## src/rtl/imem_loader_if.sv

```systemverilog
// Stream and instruction-memory write bus between a byte-stream host and imem_loader.
// The slave modport is the loader side; the master modport is the host/memory side.
interface imem_loader_if;
    logic [7:0]  in_data;
    logic        in_valid;
    logic        in_ready;
    logic        clr;
    logic        wr_en;
    logic [31:0] wr_addr;
    logic [31:0] wr_data;
    logic        cpu_hold;
    logic        done;
    logic        load_ok;
    logic        err;

    modport slave (
        input  in_data, in_valid, clr,
        output in_ready, wr_en, wr_addr, wr_data, cpu_hold, done, load_ok, err
    );

    modport master (
        output in_data, in_valid, clr,
        input  in_ready, wr_en, wr_addr, wr_data, cpu_hold, done, load_ok, err
    );
endinterface

```

## src/rtl/imem_loader.sv

```systemverilog
// Framed byte-stream programmer for the instruction memory: assembles big-endian words,
// writes them, stalls the pipeline while loading and verifies an XOR payload checksum.
module imem_loader #(
    parameter int          DEPTH_WORDS = 16,
    parameter logic [31:0] BASE_ADDR   = 32'h0000_0000,
    parameter logic [7:0]  SYNC_BYTE   = 8'hA5
) (
    input  logic          clk,
    input  logic          rst,
    imem_loader_if.slave  bus
);
    typedef enum logic [2:0] {
        S_IDLE   = 3'd0,
        S_CNT_HI = 3'd1,
        S_CNT_LO = 3'd2,
        S_DATA   = 3'd3,
        S_CSUM   = 3'd4,
        S_ERR    = 3'd5
    } state_t;

    localparam logic [16:0] DEPTH_L = 17'(DEPTH_WORDS);

    state_t      r_state;
    state_t      w_next;
    logic        w_accept;
    logic        w_word_done;
    logic        w_start;
    logic [15:0] w_count;

    logic        r_in_ready;
    logic [7:0]  r_cnt_hi;
    logic [15:0] r_count;
    logic [15:0] r_idx;
    logic [1:0]  r_bcnt;
    logic [23:0] r_asm;
    logic [7:0]  r_acc;
    logic        r_wr_en;
    logic [31:0] r_wr_addr;
    logic [31:0] r_wr_data;
    logic        r_hold;
    logic        r_done;
    logic        r_load_ok;
    logic        r_err;

    assign w_accept = bus.in_valid && r_in_ready;
    assign w_start  = (r_state == S_IDLE) && w_accept && (bus.in_data == SYNC_BYTE);
    assign w_count  = {r_cnt_hi, bus.in_data};

    // State register.
    always_ff @(posedge clk) begin
        if (!rst) begin
            r_state <= S_IDLE;
        end else begin
            r_state <= w_next;
        end
    end

    // Next-state decode and word-complete strobe.
    always_comb begin
        w_next      = r_state;
        w_word_done = 1'b0;
        case (r_state)
            S_IDLE: begin
                if (w_start) begin
                    w_next = S_CNT_HI;
                end else begin
                    w_next = S_IDLE;
                end
            end
            S_CNT_HI: begin
                if (w_accept) begin
                    w_next = S_CNT_LO;
                end else begin
                    w_next = S_CNT_HI;
                end
            end
            S_CNT_LO: begin
                if (!w_accept) begin
                    w_next = S_CNT_LO;
                end else if ({1'b0, w_count} > DEPTH_L) begin
                    w_next = S_ERR;
                end else if (w_count == 16'd0) begin
                    w_next = S_CSUM;
                end else begin
                    w_next = S_DATA;
                end
            end
            S_DATA: begin
                if (w_accept && (r_bcnt == 2'd3)) begin
                    w_word_done = 1'b1;
                    if (r_idx == (r_count - 16'd1)) begin
                        w_next = S_CSUM;
                    end else begin
                        w_next = S_DATA;
                    end
                end else begin
                    w_next = S_DATA;
                end
            end
            S_CSUM: begin
                if (!w_accept) begin
                    w_next = S_CSUM;
                end else if (bus.in_data == r_acc) begin
                    w_next = S_IDLE;
                end else begin
                    w_next = S_ERR;
                end
            end
            S_ERR: begin
                if (bus.clr) begin
                    w_next = S_IDLE;
                end else begin
                    w_next = S_ERR;
                end
            end
            default: w_next = S_IDLE;
        endcase
    end

    // Datapath and registered outputs; level outputs follow the state being entered.
    always_ff @(posedge clk) begin
        if (!rst) begin
            r_in_ready <= 1'b0;
            r_cnt_hi   <= 8'd0;
            r_count    <= 16'd0;
            r_idx      <= 16'd0;
            r_bcnt     <= 2'd0;
            r_asm      <= 24'd0;
            r_acc      <= 8'd0;
            r_wr_en    <= 1'b0;
            r_wr_addr  <= 32'd0;
            r_wr_data  <= 32'd0;
            r_hold     <= 1'b0;
            r_done     <= 1'b0;
            r_load_ok  <= 1'b0;
            r_err      <= 1'b0;
        end else begin
            r_in_ready <= (w_next != S_ERR);
            r_hold     <= (w_next == S_CNT_HI) || (w_next == S_CNT_LO) ||
                          (w_next == S_DATA)   || (w_next == S_CSUM);
            r_err      <= (w_next == S_ERR);
            r_wr_en    <= w_word_done;
            r_done     <= (r_state == S_CSUM) && w_accept;
            if (w_start) begin
                r_acc     <= 8'd0;
                r_idx     <= 16'd0;
                r_bcnt    <= 2'd0;
                r_load_ok <= 1'b0;
            end
            if (w_accept) begin
                case (r_state)
                    S_CNT_HI: r_cnt_hi <= bus.in_data;
                    S_CNT_LO: r_count  <= w_count;
                    S_DATA: begin
                        r_asm  <= {r_asm[15:0], bus.in_data};
                        r_acc  <= r_acc ^ bus.in_data;
                        r_bcnt <= r_bcnt + 2'd1;
                        if (w_word_done) begin
                            r_wr_data <= {r_asm, bus.in_data};
                            r_wr_addr <= BASE_ADDR + {14'd0, r_idx, 2'b00};
                            r_idx     <= r_idx + 16'd1;
                        end
                    end
                    S_CSUM: begin
                        if (bus.in_data == r_acc) begin
                            r_load_ok <= 1'b1;
                        end
                    end
                    default: ;
                endcase
            end
        end
    end

    assign bus.in_ready = r_in_ready;
    assign bus.wr_en    = r_wr_en;
    assign bus.wr_addr  = r_wr_addr;
    assign bus.wr_data  = r_wr_data;
    assign bus.cpu_hold = r_hold;
    assign bus.done     = r_done;
    assign bus.load_ok  = r_load_ok;
    assign bus.err      = r_err;
endmodule

```

## src/flat_wrapper.sv

```systemverilog
// flat-port wrapper written by rule: the top's interface ports become plain ports
module imem_loader_flat 
#(
    parameter int          DEPTH_WORDS = 16,
    parameter logic [31:0] BASE_ADDR   = 32'h0000_0000,
    parameter logic [7:0]  SYNC_BYTE   = 8'hA5
)
  (clk, rst, bus_in_data, bus_in_valid, bus_clr, bus_in_ready, bus_wr_en, bus_wr_addr, bus_wr_data, bus_cpu_hold, bus_done, bus_load_ok, bus_err);
  imem_loader_if bus_i ();
  input  logic clk;
  input  logic rst;
  input wire logic [$bits(bus_i.in_data)-1:0] bus_in_data;
  input wire logic [$bits(bus_i.in_valid)-1:0] bus_in_valid;
  input wire logic [$bits(bus_i.clr)-1:0] bus_clr;
  output wire logic [$bits(bus_i.in_ready)-1:0] bus_in_ready;
  output wire logic [$bits(bus_i.wr_en)-1:0] bus_wr_en;
  output wire logic [$bits(bus_i.wr_addr)-1:0] bus_wr_addr;
  output wire logic [$bits(bus_i.wr_data)-1:0] bus_wr_data;
  output wire logic [$bits(bus_i.cpu_hold)-1:0] bus_cpu_hold;
  output wire logic [$bits(bus_i.done)-1:0] bus_done;
  output wire logic [$bits(bus_i.load_ok)-1:0] bus_load_ok;
  output wire logic [$bits(bus_i.err)-1:0] bus_err;
  assign bus_i.in_data = bus_in_data;
  assign bus_i.in_valid = bus_in_valid;
  assign bus_i.clr = bus_clr;
  assign bus_in_ready = bus_i.in_ready;
  assign bus_wr_en = bus_i.wr_en;
  assign bus_wr_addr = bus_i.wr_addr;
  assign bus_wr_data = bus_i.wr_data;
  assign bus_cpu_hold = bus_i.cpu_hold;
  assign bus_done = bus_i.done;
  assign bus_load_ok = bus_i.load_ok;
  assign bus_err = bus_i.err;
  imem_loader #(.DEPTH_WORDS(DEPTH_WORDS), .BASE_ADDR(BASE_ADDR), .SYNC_BYTE(SYNC_BYTE)) u_core (.clk(clk), .rst(rst), .bus(bus_i));
endmodule
```

## config.mk

```make
export PLATFORM = sky130hd
export DESIGN_NAME = imem_loader_flat
export DESIGN_NICKNAME = d
export VERILOG_FILES = /design/src/rtl/imem_loader_if.sv /design/src/rtl/imem_loader.sv /design/src/flat_wrapper.sv
export SDC_FILE = /design/constraint.sdc
export NUM_CORES = 1
export LEC_CHECK = 0
export BUFFER_PORTS_ARGS = -buffer_cell sky130_fd_sc_hd__buf_2
export CAP_MARGIN = 20
export CORE_MARGIN = 1.5
export CORE_UTILIZATION = 40
export CTS_CLUSTER_SIZE = 8
export DETAILED_ROUTE_END_ITERATION = 16
export GPL_ROUTABILITY_DRIVEN = 0
export PLACE_DENSITY = 0.67
export SYNTH_ARGS = -nofsm -noshare
export SYNTH_HDL_FRONTEND = slang
export SYNTH_SLANG_ARGS = --single-unit
```

## constraint.sdc

```tcl
create_clock -name clk -period 3 [get_ports clk]
set_input_delay 0.3 -clock clk [delete_from_list [all_inputs] [get_ports clk]]
set_output_delay 0.3 -clock clk [all_outputs]
set_load 0.01 [all_outputs]
```

# == Word-level counts from Yosys, hierarchy flattened ==
# Index checks and enable logic that the tools add are counted.
# totals
register_bits,131
inputBits,12
output_inout_bits,70
elab_cells,76
# op_classes
addsub,3
magnitude_cmp,1
n_eq_ne,15
mux,27
bitwise,1
n_reduce_logical,14
# op_table
operator,count
2-to-1 mux 16 bit,4
2-to-1 mux 3 bit,8
2-to-1 mux 8 bit,3
case mux 3 bit (6 select lines),1
"adder 16 x 1 -> 16 bit, second input constant",1
== test 16 bit,1
"greater-than comparator 16 x 5 -> 1 bit, second input constant",1
logical NOT 16 bit,1
"subtractor 16 x 1 -> 16 bit, second input constant",1
"== test 3 x 2 -> 1 bit, second input constant",4
"== test 3 bit, second input constant",4
== test 8 bit,1
"== test 8 bit, second input constant",1
2-to-1 mux 2 bit,4
XOR 8 bit,1
2-to-1 mux 1 bit,7
"== test 3 x 1 -> 1 bit, second input constant",2
AND reduction 2 bit,3
logical AND 1 bit,5
logical NOT 3 bit,1
logical OR 1 bit,3
"!= test 3 bit, second input constant",1
AND reduction 3 bit,1
"adder 2 x 1 -> 2 bit, second input constant",1
"== test 2 bit, second input constant",1

# == Depth between registers and ports, before layout ==
# Gate-level depths: netlist of run 1.
# logic_depth
ltp_word,9
mapped_depth,9
ltp_nobuf,9

# == Least setup slack after synthesis of run 1 ==
# No wires, ideal clock.
# synth_timing
kind,register to register
from,register u_core.r_count[4]
to,register u_core.r_in_ready (netlist: u_core.bus.in_ready)
arrival_ns,2.377
required_ns,2.885
slack_ns,0.509
path_stages_with_launch,10
synth_period_minus_slack_ns,2.491
cell_sequence,dfxtp_1 -> buf_6 -> or4_4 -> buf_6 -> or4_4 -> a221oi_2 -> o41ai_1 -> nor4_2 -> a21oi_1 -> o21a_1
# synth_between
elab_chain_cells,6
# synth_lines
item,line_no,rtl
"start, declared",imem_loader.sv:32,logic [15:0] r_count;
"start signal, assigned",imem_loader.sv:153,S_CNT_LO: r_count <= w_count;
subtractor 16 x 1 -> 16 bit,imem_loader.sv:91,if (r_idx == (r_count - 16'd1)) begin
== test 16 bit,imem_loader.sv:91,
2-to-1 mux 3 bit,imem_loader.sv:91,
2-to-1 mux 3 bit,imem_loader.sv:89,if (w_accept && (r_bcnt == 2'd3)) begin
case mux 3 bit (6 select lines),imem_loader.sv:62,case (r_state)
!= test 3 bit,imem_loader.sv:138,r_in_ready <= (w_next != S_ERR);
"end signal, assigned",imem_loader.sv:138,
"end, declared",imem_loader.sv:30,logic r_in_ready;
# Every way passes these cells.
# A chain may end at the register's enable or synchronous reset.

# == Worst setup path in the final report of run 1 ==
# layout_timing
from,register u_core.r_count[0]
to,register u_core.r_in_ready (netlist: u_core.bus.in_ready)
# The elaborated chain is that of the path after synthesis.

==> results of run 1 <==
==> path summary, 6_finish.rpt <==
check	from	endpoint	cells after the start
setup reg to reg	u_core.r_count[0]	u_core.bus.in_ready	7
setup / recovery	u_core.r_count[0]	u_core.bus.in_ready	7
hold reg to reg	u_core.bus.wr_addr[14]	u_core.bus.wr_addr[14]	2
hold / removal	rst	u_core.bus.in_ready	2
==> worst register-to-register path, delay by kind of cell, from the launching register on <==
kind,cells,cell delay [ns]
and+or+nand+nor,3,1.45
AOI/OAI and AO/OA,4,0.72
DFF,1,0.35
==> layout by cell type (no fill, tap or decap), drive strengths merged, types with 5 or more instances in the layout <==
cell / instances
nand3: 17
mux2i: 8
or3: 9
xnor2: 19
clkinv: 5
and3: 6
buf: 75
inv: 9
nor4: 18
xor2: 20
nor2: 36
nor3: 11
clkbuf: 19
conb: 16
nand2: 210
a21oi: 105
or2: 10
dfxtp: 131
o21ai: 13
==> kinds of logic (layout without fill, tap and decap cells) <==
kind of cell / Yosys count / count (layout)
muxes: 11 / 11
other: 1 / 16
buffers and inverters: 73 / 116
AOI/OAI and AO/OA: 142 / 142
xor gates and xnor gates: 39 / 39
adders and majority gates: 3 / 3
DFF: 131 / 131
and+or+nand+nor: 335 / 335
==> metrics by stage <==
stage	worst slack, ns	utilization	instance area [sq um]	std cells	power [mW]
global placement	0.423	0.439	6120	941	1.86
floorplan	0.509	-	5800	750	1.85
detailed placement	0.372	0.439	6120	941	1.86
finish	0.372	0.484	6750	973	4.00
CTS	0.362	0.484	6750	973	4.03
global route	0.0765	0.484	6750	973	4.14
==> metal layers <==
| layer | vias up | routed length, um |
|---|---|---|
| li1 | 2532 | - |
| met1 | 2299 | 6660 |
| met2 | 104 | 6120 |
| met3 | 17 | 532 |
| met4 | 0 | 225 |
| met5 | - | 0 |
==> layout make-up <==
type | instances | share of cell area
timing repair buffer | 75 | 0.0593
clock buffer | 19 | 0.0657
clock inverter | 13 | 0.0271
inverter | 9 | 0.00519
multi-input combinational | 546 | 0.421
tap | 180 | 0.0334
sequential | 131 | 0.389
==> power by group <==
group          internal (mW)  switching [mW]  leakage, nW
clock                   1.41           0.769        0.295
combinational         0.0155          0.0652         1.16
sequential              1.74        0.000590         1.05
==> sequential cells by signal (all words and copies together), names as in the netlist <==
register	cells
u_core.bus.wr_data	32
u_core.r_asm	24
u_core.bus.wr_addr	16
u_core.r_count	16
u_core.r_idx	16
u_core.r_acc	8
u_core.r_cnt_hi	8
u_core.r_state	3
u_core.r_bcnt	2
u_core.bus.cpu_hold	1
u_core.bus.done	1
u_core.bus.err	1
u_core.bus.in_ready	1
u_core.bus.load_ok	1
u_core.bus.wr_en	1
==> flow_summary.yaml, run 1 <==
status:
  status: "completed"
clock_network:
  cts_tree: "yes"
  clock_latency_ns: 0.42
  htree_levels: 4
  clk_pin_slew_ns: 0.06
  hold_buffers: 0
  numClockSinks: 131
  cts_buffers: 17
  post-cts-setup-buffers: 0
  cts_resized: 0
  cts-root-buf: "clkbuf_16"
  clk_path_buf_depth: 2
timing:
  fin_skew_ns: 0.00699
  finalCriticalPeriod_ns: 2.63
  whs_ns: 0.213
  hold_viol: 0
  finalMaxSlewViolations: 0
  final.setup.tns_ns: 0
  relSlewSlack: 0.518
  post-route-period-util: 0.876
  grt_setup_unrepaired: "false"
  worst-slew-pin-transition_ns: 0.724
  finalSetupViolations: 0
  max_freq_mhz: 380
logic_synthesis:
  ys_seq_elements: 131
  ys_warn_count: 0
  synth_compound_area_frac: 0.138
  syn_inst: 735
  yosys.cell_types.count: 50
  synth_area_sq_um: 5740
  synth.largest_area_cell: "dfxtp_1"
  yosys-top-cells-area: "dfxtp_1 46%, nand2_1 14%, a21oi_1 9.1%"
  synth_xor_area_frac: 0.0595
  netlist.area_leader.share: 0.457
  synth_seq_area_share: 0.457
  synth_fa_ha_area_frac: 0.00653
  yosys-top-cells-count: "210 x nand2_1, 131 x dfxtp_1, 105 x a21oi_1"
  synth_edf_count: 0
  synthFlopType: "dfxtp_1"
  async_reset_ff_frac: 0
  synth_most_common_cell: "nand2_1"
  yosys.area_share.simple: 0.258
  synth_top_family_by_area: "simple AND/OR/NAND/NOR gates"
  synth_mux_area_frac: 0.0198
  syn_avg_cell_area_sq_um: 7.82
global_route:
  grt.total_usage: 0.192
  use_met1: 0.263
  grt_max_degree: 53
  use_met2: 0.289
  grt_pass1_vias: 4526
  grt_overflow: 0
  grt_busiest_layer: "met2"
  grt_pass1_wl_um: 22500
  antenna_found_initial: 0
  met3_usage: 0.0586
floorplanning:
  die_h_um: 123
  initial_utilization: 0.412
  coreArea_sq_um: 13900
  die_width_um: 123
  io_pins: 82
  rows: 43
  die-area_sq_um: 15100
pwr:
  peakVddDrop_uv: 387
  p_leak_nw: 2.51
  power_density_nw_per_um2: 593
final_layout:
  fillCellCount: 1380
  drive_gt1_frac: 0.159
  multi_input_comb_area_sq_um: 2840
  regArea_sq_um: 2620
  area_growth_pct: 17.4
  nets: 795
  antennaDiodeCount: 0
critical_path:
  cp-start-kind: "register"
  path_class: "reg -> reg"
  path_buf_inv: 0
  required_ns: 3.31
  cp-end-kind: "register"
  path_max_fanout: 12
  crit_family: "simple AND/OR/NAND/NOR gates"
  max_stage_delay_ns: 0.74
  cp_slowest_cell: "or4_1"
  arrival_ns: 2.94
  path_cells: "or4_1 > or4_4 > a221oi_2 > o41ai_1 > nor4_2 > a21oi_1 > o21a_1"
  r2r_slack_ns: 0.37
placed_design:
  dp_hpwl_um: 9030
  portBuffers: 65
detailed_routing:
  viasPerCell: 5.09
  antenna_left: 0
  num_vias: 4952
  avgRoutedWirePerCell_um: 13.9
  finalWirelength_um: 13500
  dr.pass1.iters: 6
  drt_iter0_markers: 431
  route.detailed.drc: 0
run:
  drv_cap: 0
hold_path:
  min_path_type: "in -> reg"
Note: power is estimated with default switching activity, not from simulation.
==> run 2, diff against run 1 <==
--- a/config.mk
+++ b/config.mk
@@ -5,6 +5,7 @@
 export SDC_FILE = /design/constraint.sdc
 export NUM_CORES = 1
 export LEC_CHECK = 0
+export ABC_AREA = 1
 export BUFFER_PORTS_ARGS = -buffer_cell sky130_fd_sc_hd__buf_2
 export CAP_MARGIN = 20
 export CORE_MARGIN = 1.5
==> run 2 against run 1 <==
Effect of this change:
- die area increased by 1.4%
- combinational power increased by 17%
- core utilization decreased by 0.54 points
- clock power decreased by 15%
- cell area decreased by 0.35%
- sequential power about the same
- final cell count increased by 7.7%
- clock skew increased by 0.0014 ns
- critical endpoint is now u_core.r_idx[14]
==> flow_summary.yaml, run 2 <==
clock_network:
  clk_pin_slew_ns: 0.06
  post-cts-setup-buffers: 0
  cts_resized: 0
  clk_path_buf_depth: 2
  htree_levels: 4
  hold_buffers: 0
  clock_latency_ns: 0.42
  cts_tree: "yes"
  cts-root-buf: "clkbuf_16"
  cts_buffers: 17
  numClockSinks: 131
timing:
  hold_viol: 0
  max_freq_mhz: 474
  grt_setup_unrepaired: "false"
  fin_skew_ns: 0.00837
  relSlewSlack: 0.434
  worst-slew-pin-transition_ns: 0.846
  post-route-period-util: 0.703
  finalSetupViolations: 0
  finalMaxSlewViolations: 0
  whs_ns: 0.212
  final.setup.tns_ns: 0
  finalCriticalPeriod_ns: 2.11
logic_synthesis:
  synth_edf_count: 0
  synth_area_sq_um: 5820
  synth_most_common_cell: "nand2_1"
  syn_avg_cell_area_sq_um: 7.23
  netlist.area_leader.share: 0.450
  syn_inst: 806
  yosys-top-cells-area: "dfxtp_1 45%, nand2_1 9.9%, o21ai_0 7.3%"
  async_reset_ff_frac: 0
  yosys-top-cells-count: "154 x nand2_1, 131 x dfxtp_1, 111 x nor2_1"
  synth.largest_area_cell: "dfxtp_1"
  ys_seq_elements: 131
  synthFlopType: "dfxtp_1"
  synth_seq_area_share: 0.450
  yosys.cell_types.count: 35
  ys_warn_count: 0
critical_path:
  cp-end-kind: "register"
  required_ns: 3.29
  path_max_fanout: 39
  cp-start-kind: "register"
  arrival_ns: 2.40
  path_class: "reg -> reg"
global_route:
  grt_overflow: 0
  grt.total_usage: 0.203
  grt_pass1_vias: 4835
  grt_max_degree: 50
  grt_pass1_wl_um: 23800
  antenna_found_initial: 0
final_layout:
  multi_input_comb_area_sq_um: 2710
  antennaDiodeCount: 0
  nets: 876
  fin_util: 0.479
  layoutNonFillerInstCount: 1048
  drive_gt1_frac: 0.145
  largest_reg_flops: 32
  regArea_sq_um: 2620
  area_growth_pct: 15.4
  final_cell_mix: "154 x nand2_1, 131 x dfxtp_1, 111 x nor2_1, 85 x o21ai_0, 65 x buf_2"
  layout_commonest_cell: "nand2_1"
  fillCellCount: 1418
detailed_routing:
  route.detailed.drc: 0
  finalWirelength_um: 14400
  dr.pass1.iters: 5
  drt_iter0_markers: 340
  viasPerCell: 5.01
  num_vias: 5247
  avgRoutedWirePerCell_um: 13.8
  antenna_left: 0
pwr:
  clock_power_share: 0.503
  switchingPower_uw: 783
  peakVddDrop_uv: 350
  swShare: 0.212
  internal-power_mw: 2.91
  power_density_nw_per_um2: 550
  p_seq_frac: 0.472
  p_leak_nw: 3.09
  comb_power_share: 0.026
  p_total_mw: 3.69
status:
  status: "completed"
placed_design:
  dp_hpwl_um: 10100
  portBuffers: 65
  place_inst: 1022
floorplanning:
  io_pins: 82
  initial_utilization: 0.415
  rows: 43
  die-area_sq_um: 15300
  coreArea_sq_um: 14000
  die_h_um: 124
  die_width_um: 124
hold_path:
  min_path_type: "in -> reg"
run:
  drv_cap: 0
==> run 2: power groups by stage <==
| stage | Combinational [mW] | Sequential (mW) | Clock (mW) |
|---|---|---|---|
| 3_3_place_gp | 0.0936 | 1.78 | 0 |
| 6_report | 0.0945 | 1.74 | 1.86 |
| 4_1_cts | 0.0935 | 1.74 | 1.89 |
| 2_1_floorplan | 0.0743 | 1.78 | 0 |
| 3_5_place_dp | 0.0929 | 1.78 | 0 |
| 5_1_grt | 0.106 | 1.74 | 1.96 |
==> run 2: stage by stage <==
| step | instance area (sq um) | worst slack [ns] |
|---|---|---|
| after floorplan | 5880 | 1.23 |
| after global placement | 6200 | 0.869 |
| after detailed placement | 6200 | 0.859 |
| after CTS | 6720 | 0.896 |
| after global routing | 6720 | 0.682 |
| final | 6720 | 0.891 |
==> run 2: worst paths after layout <==
check             slack [ns]  cells after the start                    from                endpoint
setup reg to reg        0.89                      9       u_core.r_state[1]        u_core.r_idx[14]
hold / removal          0.21                      3          bus_in_data[3]   u_core.bus.wr_data[3]
hold reg to reg         0.47                      2  u_core.bus.wr_data[18]  u_core.bus.wr_data[18]
setup / recovery        0.89                      9       u_core.r_state[1]        u_core.r_idx[14]
==> run 2: cell families (layout without fill, tap and decap cells) <==
family | after synthesis | in the layout | share of synthesized area
and+or+nand+nor | 370 | 370 | 0.275
AOI/OAI and AO/OA | 162 | 162 | 0.146
DFF | 131 | 131 | 0.450
buffers and inverters | 121 | 168 | 0.0943
xor gates and xnor gates | 18 | 18 | 0.0271
adders and majority gates | 3 | 3 | 0.00645
other | 1 | 16 | 0.000644
==> run 2: worst max-delay path, cell delays in order, from the launching register on <==
cell	delay (ns)
dfxtp_1	0.36
inv_2	0.06
nor3_2	0.24
nand2_2	0.12
buf_4	0.22
inv_1	0.23
buf_4	0.41
nand2_1	0.11
a31oi_1	0.15
nor3_1	0.06
==> run 2: metal layers <==
layer / vias up / GRT usage / wire length [um]
met2: 135 / 0.325 / 6650
met4: 0 / 0.0747 / 225
li1: 2711 / - / -
met3: 17 / 0.0458 / 657
met1: 2384 / 0.268 / 6880
met5: - / 0 / 0
==> run 2: layout make-up <==
class | count | share of cell area
multi-input cells | 569 | 0.403
flip-flops and latches | 131 | 0.390
clock buffers | 20 | 0.0679
repair buffers | 74 | 0.0584
inverters | 68 | 0.0380
well taps | 180 | 0.0335
clock inverters | 6 | 0.00912
